--- src/rtl/mcmult_issue_ctrl.sv ---
// rtl/mcmult_issue_ctrl.sv - issue/collection stage for the multi-cycle multiplier
// Paces start pulses at the initiation interval and collects products into a credit-guarded FIFO.
module mcmult_issue_ctrl #(
   parameter int N     = 8,
   parameter int M     = 8,
   parameter int II    = 4,
   parameter int LAT   = 5,
   parameter int DEPTH = 4
) (
   input  logic             clk,
   input  logic             rst,
   input  logic             in_valid,
   output logic             in_ready,
   input  logic             in_sign,
   input  logic [N-1:0]     in_a,
   input  logic [M-1:0]     in_b,
   output logic             mul_start,
   output logic             mul_sign,
   output logic [N-1:0]     mul_a,
   output logic [M-1:0]     mul_b,
   input  logic [N+M-1:0]   mul_out,
   output logic             res_valid,
   input  logic             res_ready,
   output logic [N+M-1:0]   res_data
);

   localparam int IIW = (II > 1) ? $clog2(II) : 1;
   localparam int CW  = $clog2(DEPTH + 1);
   localparam int PW  = (DEPTH > 1) ? $clog2(DEPTH) : 1;

   localparam logic [IIW-1:0] II_LOAD  = IIW'(II - 1);
   localparam logic [CW-1:0]  CRED_MAX = CW'(DEPTH);
   localparam logic [PW-1:0]  PTR_LAST = PW'(DEPTH - 1);

   logic [IIW-1:0]   ii_cnt;
   logic [CW-1:0]    credits;
   logic [LAT-1:0]   track;
   logic [N+M-1:0]   fifo_mem [DEPTH];
   logic [PW-1:0]    wr_ptr;
   logic [PW-1:0]    rd_ptr;
   logic [CW-1:0]    count;
   logic             accept;
   logic             push;
   logic             pop;

   // A credit is taken at accept, so every in-flight product already owns a FIFO slot.
   assign in_ready  = !rst && (ii_cnt == '0) && (credits != '0);
   assign accept    = in_valid && in_ready;
   assign push      = track[LAT-1];
   assign res_valid = (count != '0);
   assign pop       = res_valid && res_ready;
   assign res_data  = res_valid ? fifo_mem[rd_ptr] : '0;

   always_ff @(posedge clk) begin
      if (rst) begin
         mul_start <= 1'b0;
         mul_sign  <= 1'b0;
         mul_a     <= '0;
         mul_b     <= '0;
         ii_cnt    <= '0;
      end else begin
         mul_start <= accept;
         if (accept) begin
            mul_sign <= in_sign;
            mul_a    <= in_a;
            mul_b    <= in_b;
            ii_cnt   <= II_LOAD;
         end else if (ii_cnt != '0) begin
            ii_cnt <= ii_cnt - IIW'(1);
         end
      end
   end

   // One bit per multiplier stage; the top bit marks the cycle mul_out holds a fresh product.
   always_ff @(posedge clk) begin
      if (rst) begin
         track <= '0;
      end else begin
         track[0] <= mul_start;
         for (int i = 1; i < LAT; i++) begin
            track[i] <= track[i-1];
         end
      end
   end

   always_ff @(posedge clk) begin
      if (rst) begin
         credits <= CRED_MAX;
      end else begin
         case ({accept, pop})
            2'b10:   credits <= credits - CW'(1);
            2'b01:   credits <= credits + CW'(1);
            default: credits <= credits;
         endcase
      end
   end

   always_ff @(posedge clk) begin
      if (!rst && push) begin
         fifo_mem[wr_ptr] <= mul_out;
      end
   end

   always_ff @(posedge clk) begin
      if (rst) begin
         wr_ptr <= '0;
         rd_ptr <= '0;
         count  <= '0;
      end else begin
         if (push) begin
            wr_ptr <= (wr_ptr == PTR_LAST) ? '0 : wr_ptr + PW'(1);
         end
         if (pop) begin
            rd_ptr <= (rd_ptr == PTR_LAST) ? '0 : rd_ptr + PW'(1);
         end
         case ({push, pop})
            2'b10:   count <= count + CW'(1);
            2'b01:   count <= count - CW'(1);
            default: count <= count;
         endcase
      end
   end

endmodule

--- config.mk ---
export PLATFORM = sky130hd
export DESIGN_NAME = mcmult_issue_ctrl
export DESIGN_NICKNAME = d
export VERILOG_FILES = /design/src/rtl/mcmult_issue_ctrl.sv
export SDC_FILE = /design/constraint.sdc
export NUM_CORES = 1
export LEC_CHECK = 0
export CAP_MARGIN = 40
export CORE_MARGIN = 1.5
export CORE_UTILIZATION = 24
export DETAILED_ROUTE_END_ITERATION = 12
export MAX_ROUTING_LAYER = met4
export PLACE_DENSITY = 0.47
export SYNTH_ARGS = -nofsm -noshare
export SYNTH_HDL_FRONTEND = slang
export SYNTH_SLANG_ARGS = --single-unit
--- constraint.sdc ---
create_clock -name clk -period 5.9 [get_ports clk]
set_input_delay 0.59 -clock clk [delete_from_list [all_inputs] [get_ports clk]]
set_output_delay 0.59 -clock clk [all_outputs]
set_load 0.005 [all_outputs]
==> metrics.txt <==
CTS Hold Bufs=0; Adder-Cell Fraction of Synth Area=under 10%; CTS buffer count=9; Resized cells post-CTS=0; Area Growth Syn to Fin=32.4%; first-pass GRT wire length=13.2 mm; Top Ports=73; largest family of logic cells by synthesized area=simple AND/OR/NAND/NOR gates; MaxCap Viol Count=0; crit path capture type=primary output; leak pwr=roughly 1.8 nW; die width=between 100 and 150 um; top cells by area, synth=edfxtp_1, dfxtp_1, mux4_2; crit path max fanout=23; Worst-Margin Slew=0.688 ns; H-tree depth=3; initial drt markers=120; Vias=between 2,000 and 2,500; peak supply drop=around 0.15 mV; port bufs=between 70 and 80; antenna violations before repair=0; mux cell area share after synthesis=roughly a tenth; Final Cycle Share=approximately 57%; height of the die=132 um; Power Total=about 0.0016 W; FF+latch count, synth=101; Avg Cell Area, Syn=14.8 um2; RePlAce Congestion=~0.75; CTS tree=yes; Crit path required time=~5.3 ns; Post-Synth Simple-Gate Area=10.4%; Final TNS setup=0 ns; post-route minimum period=3.39 ns; number of placement rows=46; Detailed Route WL=between 8 and 9 mm; Detail Placement HPWL=roughly 5.4 mm; min-delay src=track[0]$_SDFF_PP0_; Max Root-Sink Buffers=2; Ys Warns=0; top-area cell type share of the netlist area=approximately half; critical path arrival=between 2 and 3 ns; GR Overflow Total=0; # diodes=0; Yosys top cell by area=edfxtp_1; Avg WL per Cell=approximately 14 um; Initial Util=between 20% and 30%; startpoint types=input port; Synth Area in Compound Gates=around 4.7%; DR pass1 iterations=4; CP startpoint=rst; layout cell share with drive strength beyond 1=between 10 and 15%; core region area=16,100 um2; PwrDens=306 nW/um2; largest net degree at the start of global routing=24; Final Max Tran Viols=0; root buffer cell=clkbuf_16; final net count=391; Post-Place Cell Area=roughly 5000 um2; Die ar.=between 15,000 and 20,000 um2; endpoints failing hold=0; most common cell after layout, fill and taps aside=clkdlybuf4s50_1; Final Skew=roughly 0.0052 ns; most frequent cells in the layout=clkdlybuf4s50_1, edfxtp_1, dfxtp_1; Final Cell Area=between 5000 and 6000 um2; Yosys cell types=30; post-synthesis cell area=between 3000 and 4000 um2; Skew-Pair Late Insertion Delay=0.34 ns; CTS sink count=101; final core utilization=~33%; Achievable Freq=295 MHz; reg2reg start=ii_cnt[0]$_SDFFE_PP0P_; Worst-path clk slew=approximately 0.060 ns; vias in the first global route=~2,400; area share of xor/xnor cells in the synthesized design=1.10%; drt drc=0; critical path class=in2out; HP Class=reg2reg; Mapped Nets=approximately 320; sequential share of the synthesized area=between 60 and 70%; RSZ-0062 raised after global routing=false; Relative slew margins=between 50% and 60%; GRT Util Overall=approximately a tenth; Post-CTS Repair Setup Buffers=0; ANT nets after route=0; vias per cell=4.07; final setup fails=0; Syn Inst Count=between 200 and 300; status=finished clean
==> cell type report <==
class / instances / area, um2
well taps: 216 / 270
inverters: 13 / 48.8
multi-input cells: 140 / 1180
fillers: 1572 / 10800
clock buffers: 12 / 246
flip-flops and latches: 101 / 2660
repair buffers: 79 / 811
clock inverters: 4 / 55.1
==> power breakdown <==
| part | internal [W] | total, W | leakage [nW] | switching (W) |
|---|---|---|---|---|
| Clock | 0.000345 | 0.000598 | 0.149 | 0.000253 |
| Sequential | 0.000788 | 0.000812 | 0.877 | 0.0000245 |
| Combinational | 0.000111 | 0.000201 | 0.767 | 0.0000901 |
==> routing by layer <==
metal | wire length, um | GRT usage (%)
met5 | 0 | -
met4 | 73 | 2.59
met3 | 339 | 3.65
met2 | 3920 | 16.2
met1 | 3790 | 12.4
==> cell families (layout without fill, tap and decap cells) <==
logic type | Yosys count | in the layout
compound gates | 28 | 28
xor+xnor | 5 | 5
fa+ha+maj | 10 | 10
buf+inv | 28 | 108
flops | 101 | 101
mux | 19 | 19
simple gates | 78 | 78
==> state kept, by name (all words and copies together), names as in the netlist, named ones only <==
signal     flops
count          3
credits        3
fifo_mem      64
ii_cnt         2
mul_a          8
mul_b          8
mul_sign       1
mul_start      1
rd_ptr         2
track          5
wr_ptr         2
==> through the flow <==
step / hold slack, ns / setup WS [ns] / instances
floorplan: 0.414 / 3.32 / 269
global placement: 0.427 / 2.31 / 544
detailed placement: 0.430 / 2.19 / 549
CTS: 0.445 / 2.47 / 565
global route: 0.460 / 2.34 / 565
finish: 0.441 / 2.51 / 565
==> Yosys cell counts <==
library cell  instances
nand3_1              18
inv_1                13
dfxtp_1              37
buf_2                 4
buf_4                 1
nor2b_1              14
or3_1                 4
buf_6                 2
a21boi_0              1
nor3b_1               1
buf_12                1
o21ai_0              10
mux2i_1               3
mux4_2               16
o31ai_1               2
edfxtp_1             64
and2_4                1
and3_1                5
nor2_1                8
a311oi_1              1
nor3_1                1
xor2_1                5
o21ai_2               9
a21oi_1               5
and3b_1               1
and2b_1               7
fa_1                  2
ha_1                  8
nand2_1              18
clkbuf_1              7
==> worst paths after layout <==
kind	end	slack, ns	depth (start not counted)
setup / recovery	in_ready	2.51	4
setup reg to reg	credits[1]$_SDFFE_PP0P_	3.09	10
hold / removal	track[1]$_SDFF_PP0_	0.44	1
hold reg to reg	track[1]$_SDFF_PP0_	0.44	1
==> worst max-delay path, stage by stage <==
cell	delay, ns
clkdlybuf4s50_1	0.73
inv_1	0.68
and3_1	0.28
clkdlybuf4s50_1	0.50
No activity file was read; power rests on OpenSTA's default activity.
